`src/rtl/rgb_step_sequencer_pkg.sv`:
```
// Shared types and constants for the RGB step sequencer.
// Package name: rgb_seq_pkg. Optional PWM dimming is selected with RGB_SEQ_PWM_EN.
package rgb_seq_pkg;

  // Sequencer states; the two spare encodings fall back to IDLE.
  typedef enum logic [1:0] {
    IDLE = 2'b00,
    RUN  = 2'b01
  } state_e;

  // One colour step, bit order {r,g,b} as stored in the colour table.
  typedef struct packed {
    logic r;
    logic g;
    logic b;
  } rgb_t;

  localparam rgb_t RGB_OFF   = 3'b000;
  localparam rgb_t RGB_RED   = 3'b100;
  localparam rgb_t RGB_GREEN = 3'b010;
  localparam rgb_t RGB_BLUE  = 3'b001;

  // Width of a step index for a given step count (at least one bit).
  function automatic int step_width(input int num_steps);
    return (num_steps > 1) ? $clog2(num_steps) : 1;
  endfunction

endpackage

```
`src/rtl/rgb_step_sequencer_if.sv`:
```
// Button/config inputs and LED/status outputs of the RGB step sequencer.
// The master side drives the controls; the slave side is the sequencer.
interface rgb_step_sequencer_if #(
  parameter int NUM_STEPS = 3,
  parameter int DWELL_W   = 4,
  parameter int PWM_W     = 4
);
  localparam int STEP_W = (NUM_STEPS > 1) ? $clog2(NUM_STEPS) : 1;

  logic                   button;
  logic                   abort;
  logic                   loop_mode;
  logic [DWELL_W-1:0]     dwell;
  logic [3*NUM_STEPS-1:0] colour_table;
  logic [PWM_W-1:0]       duty;

  logic                   red;
  logic                   green;
  logic                   blue;
  logic                   busy;
  logic [STEP_W-1:0]      step_idx;
  logic                   done;

  modport master (
    output button, abort, loop_mode, dwell, colour_table, duty,
    input  red, green, blue, busy, step_idx, done
  );

  modport slave (
    input  button, abort, loop_mode, dwell, colour_table, duty,
    output red, green, blue, busy, step_idx, done
  );

endinterface

```
`src/rtl/rgb_step_sequencer_pwm.sv`:
```
// PWM dimmer for the sequencer LEDs: free-running counter and registered gating.
// Only compiled when RGB_SEQ_PWM_EN is defined.
`ifdef RGB_SEQ_PWM_EN
module rgb_pwm
  import rgb_seq_pkg::*;
#(
  parameter int PWM_W = 4
) (
  input  logic             clk,
  input  logic             reset,
  input  rgb_t             colour,
  input  logic [PWM_W-1:0] duty,
  output rgb_t             led
);

  logic [PWM_W-1:0] pwm_cnt_q;
  rgb_t             led_q;

  // Free-running PWM counter, also runs while the sequencer is idle.
  always_ff @(posedge clk or posedge reset) begin
    if (reset) pwm_cnt_q <= '0;
    else       pwm_cnt_q <= pwm_cnt_q + PWM_W'(1);
  end

  // Gate each colour bit by the duty window; duty=0 keeps LEDs dark.
  always_ff @(posedge clk or posedge reset) begin
    if (reset)                 led_q <= RGB_OFF;
    else if (pwm_cnt_q < duty) led_q <= colour;
    else                       led_q <= RGB_OFF;
  end

  assign led = led_q;

endmodule
`endif

```
`src/rtl/rgb_step_sequencer.sv`:
```
// Button-triggered RGB step sequencer: NUM_STEPS colour steps with a
// programmable dwell, one-shot or looping, abortable at any time.
// Define RGB_SEQ_PWM_EN to add PWM dimming (one extra cycle on red/green/blue).
module rgb_step_sequencer
  import rgb_seq_pkg::*;
#(
  parameter int NUM_STEPS = 3,
  parameter int DWELL_W   = 4,
  parameter int PWM_W     = 4
) (
  input  logic                clk,
  input  logic                reset,
  rgb_step_sequencer_if.slave bus
);

  localparam int STEP_W = step_width(NUM_STEPS);
  localparam logic [STEP_W-1:0] LAST_STEP = STEP_W'(NUM_STEPS - 1);

  state_e             state_q;
  logic               button_q;
  logic [DWELL_W-1:0] dwell_q;
  logic               loop_q;
  logic [DWELL_W-1:0] cnt_q;
  logic [STEP_W-1:0]  step_q;
  rgb_t               colour_q;
  logic               busy_q;
  logic               done_q;
  logic               start;
  rgb_t               led;

  // Colour of step idx, read live from the table at step entry.
  function automatic rgb_t colour_at(input logic [3*NUM_STEPS-1:0] tbl,
                                     input logic [STEP_W-1:0]      idx);
    return rgb_t'(tbl[3*int'(idx) +: 3]);
  endfunction

  assign start = bus.button & ~button_q;

  // Sequencer FSM; all status and colour outputs are registered from the next state.
  always_ff @(posedge clk or posedge reset) begin
    if (reset) begin
      state_q  <= IDLE;
      button_q <= 1'b0;
      dwell_q  <= '0;
      loop_q   <= 1'b0;
      cnt_q    <= '0;
      step_q   <= '0;
      colour_q <= RGB_OFF;
      busy_q   <= 1'b0;
      done_q   <= 1'b0;
    end else begin
      button_q <= bus.button;
      done_q   <= 1'b0;
      case (state_q)
        IDLE: begin
          cnt_q    <= '0;
          step_q   <= '0;
          colour_q <= RGB_OFF;
          busy_q   <= 1'b0;
          // abort held while idle suppresses a start
          if (start && !bus.abort) begin
            state_q  <= RUN;
            dwell_q  <= bus.dwell;
            loop_q   <= bus.loop_mode;
            colour_q <= colour_at(bus.colour_table, '0);
            busy_q   <= 1'b1;
          end
        end
        RUN: begin
          if (bus.abort) begin
            // abort wins over step advance and wrap, and never pulses done
            state_q  <= IDLE;
            cnt_q    <= '0;
            step_q   <= '0;
            colour_q <= RGB_OFF;
            busy_q   <= 1'b0;
          end else if (cnt_q == dwell_q) begin
            cnt_q <= '0;
            if (step_q != LAST_STEP) begin
              step_q   <= step_q + STEP_W'(1);
              colour_q <= colour_at(bus.colour_table, step_q + STEP_W'(1));
            end else if (loop_q) begin
              step_q   <= '0;
              colour_q <= colour_at(bus.colour_table, '0);
            end else begin
              state_q  <= IDLE;
              step_q   <= '0;
              colour_q <= RGB_OFF;
              busy_q   <= 1'b0;
              done_q   <= 1'b1;
            end
          end else begin
            cnt_q <= cnt_q + DWELL_W'(1);
          end
        end
        default: begin
          state_q  <= IDLE;
          cnt_q    <= '0;
          step_q   <= '0;
          colour_q <= RGB_OFF;
          busy_q   <= 1'b0;
        end
      endcase
    end
  end

`ifdef RGB_SEQ_PWM_EN
  rgb_pwm #(
    .PWM_W (PWM_W)
  ) u_pwm (
    .clk    (clk),
    .reset  (reset),
    .colour (colour_q),
    .duty   (bus.duty),
    .led    (led)
  );
`else
  logic [PWM_W-1:0] unused_duty;
  assign unused_duty = bus.duty;
  assign led         = colour_q;
`endif

  assign bus.red      = led.r;
  assign bus.green    = led.g;
  assign bus.blue     = led.b;
  assign bus.busy     = busy_q;
  assign bus.step_idx = step_q;
  assign bus.done     = done_q;

endmodule

```
`src/flat_wrapper.sv`:
```
// flat-port wrapper written by rule: the top's interface ports become plain ports
module rgb_step_sequencer_flat import rgb_seq_pkg::*;
#(
  parameter int NUM_STEPS = 3,
  parameter int DWELL_W   = 4,
  parameter int PWM_W     = 4
)
  (clk, reset, bus_button, bus_abort, bus_loop_mode, bus_dwell, bus_colour_table, bus_duty, bus_red, bus_green, bus_blue, bus_busy, bus_step_idx, bus_done);
  rgb_step_sequencer_if #(.NUM_STEPS(NUM_STEPS), .DWELL_W(DWELL_W), .PWM_W(PWM_W)) bus_i ();
  input  logic clk;
  input  logic reset;
  input wire logic [$bits(bus_i.button)-1:0] bus_button;
  input wire logic [$bits(bus_i.abort)-1:0] bus_abort;
  input wire logic [$bits(bus_i.loop_mode)-1:0] bus_loop_mode;
  input wire logic [$bits(bus_i.dwell)-1:0] bus_dwell;
  input wire logic [$bits(bus_i.colour_table)-1:0] bus_colour_table;
  input wire logic [$bits(bus_i.duty)-1:0] bus_duty;
  output wire logic [$bits(bus_i.red)-1:0] bus_red;
  output wire logic [$bits(bus_i.green)-1:0] bus_green;
  output wire logic [$bits(bus_i.blue)-1:0] bus_blue;
  output wire logic [$bits(bus_i.busy)-1:0] bus_busy;
  output wire logic [$bits(bus_i.step_idx)-1:0] bus_step_idx;
  output wire logic [$bits(bus_i.done)-1:0] bus_done;
  assign bus_i.button = bus_button;
  assign bus_i.abort = bus_abort;
  assign bus_i.loop_mode = bus_loop_mode;
  assign bus_i.dwell = bus_dwell;
  assign bus_i.colour_table = bus_colour_table;
  assign bus_i.duty = bus_duty;
  assign bus_red = bus_i.red;
  assign bus_green = bus_i.green;
  assign bus_blue = bus_i.blue;
  assign bus_busy = bus_i.busy;
  assign bus_step_idx = bus_i.step_idx;
  assign bus_done = bus_i.done;
  rgb_step_sequencer #(.NUM_STEPS(NUM_STEPS), .DWELL_W(DWELL_W), .PWM_W(PWM_W)) u_core (.clk(clk), .reset(reset), .bus(bus_i));
endmodule
```
`config.mk`:
```
export PLATFORM = sky130hd
export DESIGN_NAME = rgb_step_sequencer_flat
export DESIGN_NICKNAME = d
export VERILOG_FILES = /design/src/rtl/rgb_step_sequencer_pkg.sv /design/src/rtl/rgb_step_sequencer_if.sv /design/src/rtl/rgb_step_sequencer_pwm.sv /design/src/rtl/rgb_step_sequencer.sv /design/src/flat_wrapper.sv
export SDC_FILE = /design/constraint.sdc
export NUM_CORES = 1
export LEC_CHECK = 0
export CORE_MARGIN = 2
export CORE_UTILIZATION = 55
export CTS_CLUSTER_DIAMETER = 80
export DETAILED_ROUTE_END_ITERATION = 6
export DONT_BUFFER_PORTS = 1
export MAX_ROUTING_LAYER = met4
export PLACE_DENSITY_LB_ADDON = 0.08
export SYNTH_ARGS = -nofsm -noshare
export SYNTH_HDL_FRONTEND = slang
export SYNTH_HIERARCHICAL = 1
export SYNTH_SLANG_ARGS = --single-unit
```
`constraint.sdc`:
```
create_clock -name clk -period 5.6 [get_ports clk]
set_clock_uncertainty 0.1 [all_clocks]
set_input_delay 0.56 -clock clk [delete_from_list [all_inputs] [get_ports clk]]
set_output_delay 0.56 -clock clk [all_outputs]
set_load 0.02 [all_outputs]
```
==> reports/results.ini, run 1 <==
[status]
status=complete, no violations

[synthesis]
postSynthCellCount=81
synth_warnings=6
async_reset_ff_share_pct=100.0
postSynthRegisterBits=18
postSynthAreaPerCell_um2=11.69
ys_seq_area_share_pct=47.56
synth_edf_count=0
syn-cell-area_um2=947.2
syn-num-nets=107
ys_dominant_reg_cell=sky130_fd_sc_hd__dfrtp_1
netlist-cell-type-count=25

[critical_path]
cp_data_arrival_time_ps=2170
path_max_fanout=11
worstSetupStartpointType=register
path_depth=4
critical_path_required_ps=5690
worst-path-buf-inv=0
cp_top_family=simple AND/OR/NAND/NOR gates
ff2ff_path_depth=4
path_class=reg -> reg
crit_path_cell_trace=nor4b_2, a21o_1, a21oi_1, a221oi_1
cp_slowest_stage_delay_ps=950
cp_slowest_cell=sky130_fd_sc_hd__nor4b_2
critical_path.endpoint_type=register

[routing]
route.detailed.vias_per_inst=6.122
routed-via-count=600
remaining_drc_errors=0
detail_route.wl_per_cell_um=15.20
totalWireLength_um=1490
drt_pass1_iterations=4
antenna_left=0
drtIter0Drc=7

[pwr]
vdd_ir_drop_max_mv=0.1660
p_per_area_nw_per_um2=280.3
finalPower_mw=0.2795
intPower_mw=0.2066
seqPwrFrac_pct=56.0
p_sw_share_pct=26.08
power.leakage_nw=0.4576
power.net_switching_mw=0.07290
power_frac_clock_pct=27.7
comb_power_share_pct=16.3

[finish]
syn2layout_area_growth_pct=5.284
layout_common_cells=sky130_fd_sc_hd__dfrtp_1, sky130_fd_sc_hd__a21oi_1, sky130_fd_sc_hd__inv_1
layout.cells.most_common=sky130_fd_sc_hd__dfrtp_1
num_antenna_cells=0
drive_gt1_share_pct=19.51
finalNetCount=109
design_area_um2=997.2
layout.core_utilization_pct=63.96
stdcell_count=98

[clock_network]
sink_count_of_the_clock_tree=18
cts_tree=built
postCtsResizedCells=0
clk_transition_reported_paths_ps=100
cts.htree.levels=1
tritoncts.num_buffers=3
holdBufCountCts=0
clock_insertion_delay_worst_skew_ps=280
clockBufferDepth=2
postCtsSetupRepairBufs=0
clockRootBuffer=sky130_fd_sc_hd__clkbuf_4

[floorplan]
die_height_um=45.50
die_w_um=45.50
io_pins=29
core_region_area_um2=1559
die-area_um2=2070
rows=14
initial_core_util_pct=60.75

[global_routing]
grt_first_pass_wirelength_um=2435
grt_use_total_pct=17.25
grt_antenna_before_repair=0
maximum_number_of_pins_on_one_net_before_global_route_repair=19
grt_overflow=0
grt_pass1_vias=579

[timing]
worst_pin_slew_ps=1098
final_max_slew_viol_count=0
setup_violators_final=0
finalSetupTns_ps=0
setup_repair_after_global_routing_missed_its_margin=no
max_freq_ghz=0.4802
final_hold_violations=0
finalWorstSetupSlack_ps=3518
fin_hold_ws_ps=139.9
finalWorstPathRequiredPeriod_ps=2082
finalCritPeriodShare_pct=37.18
max_transition_margin_pct=26.63

[flow_run]
maxCapViolCount=0

[placement]
numPlacedInstances=94
io_port_bufs=0
detailed_place_hpwl_um=1173
gp_congestion=0.7964
detailedPlace.worstSlack_ps=3355
placed_area_um2=960.9

[hold_path]
hp-class=in -> async

-- area by class of cell --
class                      instances  area (µm²)
tap                               16       20.02
multi-input combinational         53       464.2
fill                             132       561.8
clock buffer                       4       36.28
inverter                           7       26.28
sequential                        18       450.4
-- sequential cells by signal, summed over array words and instances, names as in the netlist --
name	count
u_core/cnt_q	4
u_core/dwell_q	4
u_core/bus.step_idx	2
u_core/bus.blue	1
u_core/bus.busy	1
u_core/bus.done	1
u_core/bus.green	1
u_core/bus.red	1
u_core/button_q	1
u_core/loop_q	1
u_core/state_q	1
-- kinds of logic (layout without fill, tap and decap cells) --
kind of cell	after synthesis	in the layout	share of synthesized area (%)
AO/OA/AOI/OAI	18	18	12.81
XOR/XNOR	6	6	8.719
adder cells (fa/ha/maj)	4	4	5.284
buffers and inverters	10	11	4.095
flip-flops	18	18	47.56
multiplexers	10	10	11.23
AND/OR/NAND/NOR	15	15	10.30
-- final timing paths --
| kind | from | end | slack [ps] |
|---|---|---|---|
| max | u_core/state_q[0] | u_core/bus.blue | 3520 |
| min | reset | u_core/dwell_q[0] | 140 |
| max reg2reg | u_core/state_q[0] | u_core/bus.blue | 3520 |
| min reg2reg | u_core/cnt_q[0] | u_core/cnt_q[0] | 440 |
| max in group asynchronous | reset | u_core/bus.red | 4840 |
| min in group clk | bus_button | u_core/button_q | 190 |
-- cells in the mapped netlist (all sizes together) (2+ instances only) --
library cell,instances,share of area (%)
dfrtp,18,48
a21oi,9,4.8
inv,7,2.8
nor2,6,2.4
mux2,5,5.9
mux2i,5,5.3
xnor2,5,7.8
ha,4,5.3
a211o,3,2.8
a221oi,3,2.8
a21o,2,1.6
clkbuf,2,0.79
-- power groups by stage --
stage          sequential (mW)  combinational, mW  clock, mW
2_1_floorplan            0.156             0.0414          0
3_3_place_gp             0.159             0.0450          0
3_5_place_dp             0.159             0.0463          0
4_1_cts                  0.157             0.0463     0.0811
5_1_grt                  0.159             0.0506     0.0848
6_report                 0.157             0.0454     0.0775
-- worst register-to-register path: stages, from the launching register on --
cell,delay [ps]
sky130_fd_sc_hd__dfrtp_1,420
sky130_fd_sc_hd__nor4b_2,950
sky130_fd_sc_hd__a21o_1,190
sky130_fd_sc_hd__a21oi_1,70
sky130_fd_sc_hd__a221oi_1,260
-- routing by layer --
metal | track usage, % | up-vias | wire length (µm) | part of all wire, %
met5 | - | - | 0 | 0
met4 | 8.824 | 0 | 10 | 0.67
met3 | 3.968 | 2 | 100 | 6.7
met2 | 24.51 | 20 | 674 | 45
met1 | 22.94 | 292 | 704 | 47
li1 | - | 286 | - | -
Note: power is estimated with default switching activity, not from simulation.
==> inputs of run 2 (changes only) <==
Settings changed: CORE_UTILIZATION 55 to 54.
Clock period 5.6 ns to 1.9 ns, I/O delays scaled along.
==> reports/results.ini, run 2 (synthesized netlist as in run 1, its figures left out) <==
[global_routing]
grt_antenna_before_repair=0
grt_use_met3_pct=2.381
grt_first_pass_wirelength_um=2608
grt_pass1_vias=622
grt_overflow=0
maximum_number_of_pins_on_one_net_before_global_route_repair=19
globalRoute.busiestLayer=met2
grt_use_met1_pct=23.35
grt_util_met2_pct=28.61
grt_use_total_pct=18.29

[routing]
routed-via-count=636
detail_route.wl_per_cell_um=14.27
drtIter0Drc=6
antenna_left=0
drt_pass1_iterations=5
route.detailed.vias_per_inst=5.628
totalWireLength_um=1613
remaining_drc_errors=0

[clock_network]
postCtsSetupRepairBufs=0
sink_count_of_the_clock_tree=18
holdBufCountCts=10
clk_transition_reported_paths_ps=100
clockRootBuffer=sky130_fd_sc_hd__clkbuf_4
postCtsResizedCells=0
cts_tree=built
cts.htree.levels=1
clock_insertion_delay_worst_skew_ps=280
tritoncts.num_buffers=3
clockBufferDepth=2

[timing]
max_transition_margin_pct=55.18
finalSetupTns_ps=0
setup_repair_after_global_routing_missed_its_margin=no
final_hold_violations=0
finalWorstPathRequiredPeriod_ps=1696
finalWorstSetupSlack_ps=203.7
max_freq_ghz=0.5895
worst_pin_slew_ps=671.6
final_max_slew_viol_count=0
setup_violators_final=0
finalCritPeriodShare_pct=89.28

[placement]
io_port_bufs=0
numPlacedInstances=99
detailed_place_hpwl_um=1210
detailedPlace.worstSlack_ps=212.4
gp_congestion=0.8173

[floorplan]
core_region_area_um2=1689
die-area_um2=2105
die_height_um=45.88
initial_core_util_pct=56.07
io_pins=29
die_w_um=45.88
rows=15

[critical_path]
crit_path_cell_trace=xnor2_2, nand4_4, or3b_4, a31o_1
cp_top_family=simple AND/OR/NAND/NOR gates
worstSetupStartpointType=register
cp_data_arrival_time_ps=1780
ff2ff_path_depth=4
reg2reg_from=u_core/cnt_q[0]
critical_path_required_ps=1980
path_max_fanout=9
cp_slowest_stage_delay_ps=450
critical_path.endpoint_type=register
rr_endpoint=u_core/bus.busy
path_class=reg -> reg
rrSetupSlack_ps=200
worst-path-buf-inv=0
cp_slowest_cell=sky130_fd_sc_hd__dfrtp_1

[finish]
stdcell_count=113
layout_common_cells=sky130_fd_sc_hd__dfrtp_1, sky130_fd_sc_hd__dlygate4sd3_1, sky130_fd_sc_hd__a21oi_1
finalNetCount=123
num_antenna_cells=0
layout.cells.most_common=sky130_fd_sc_hd__dfrtp_1
drive_gt1_share_pct=21.88
syn2layout_area_growth_pct=19.29

[pwr]
vdd_ir_drop_max_mv=0.5823
power.leakage_nw=0.5193
p_per_area_nw_per_um2=745.7

[hold_path]
worstHoldPathCells=2
hp-class=in -> reg
min-delay-start=bus_colour_table[1]
hold_end=u_core/bus.green

[status]
status=complete, no violations

[flow_run]
maxCapViolCount=0

## run 2: changes by cell type in the layout (fill, tap and decap cells not counted), sizes merged
cell and delta:
dlygate4sd3 +10, buf +4
## run 2: cell type report
class | count | area (µm²)
clock buffer | 4 | 36.28
fill | 144 | 559.3
inverter | 7 | 26.28
multi-input combinational | 53 | 464.2
sequential | 18 | 451.7
tap | 17 | 21.27
timing repair buffer | 14 | 130.1
## run 2: power by group
group          internal (mW)  switching, mW  total (mW)
Combinational         0.0902         0.0664       0.157
Clock                  0.116          0.111       0.227
Sequential             0.419         0.0402       0.459
Total                  0.625          0.217       0.843
## run 2: routing by layer
layer | vias up | part of all wire (%)
met3 | 2 | 5.4
met5 | - | 0
li1 | 315 | -
met1 | 299 | 47
met2 | 20 | 47
met4 | 0 | 0.74
## run 2: through the flow
| step | utilization [%] | hold slack [ps] | area [µm²] | power (mW) |
|---|---|---|---|---|
| final | 66.89 | 34.32 | 1130 | 0.8425 |
| after global routing | 66.89 | 38.43 | 1130 | 0.8921 |
| after CTS | 66.89 | 20.85 | 1130 | 0.8562 |
| after detailed placement | 58.81 | 109.4 | 993.5 | 0.6093 |
| after global placement | 58.81 | 111.4 | 993.5 | 0.6042 |
| after floorplan | - | 28.50 | 949.7 | 0.5834 |
## run 2: worst max path at each step
| stage | cells after the start | startpoint | end |
|---|---|---|---|
| after floorplan | 7 | u_core/bus.step_idx[0] | u_core/bus.blue |
| after global placement | 6 | u_core/bus.step_idx[0] | u_core/bus.blue |
| after detailed placement | 4 | u_core/cnt_q[0] | u_core/bus.busy |
| after CTS | 4 | u_core/cnt_q[0] | u_core/bus.busy |
| after global routing | 6 | u_core/bus.step_idx[0] | u_core/bus.green |
| final | 4 | u_core/cnt_q[0] | u_core/bus.busy |
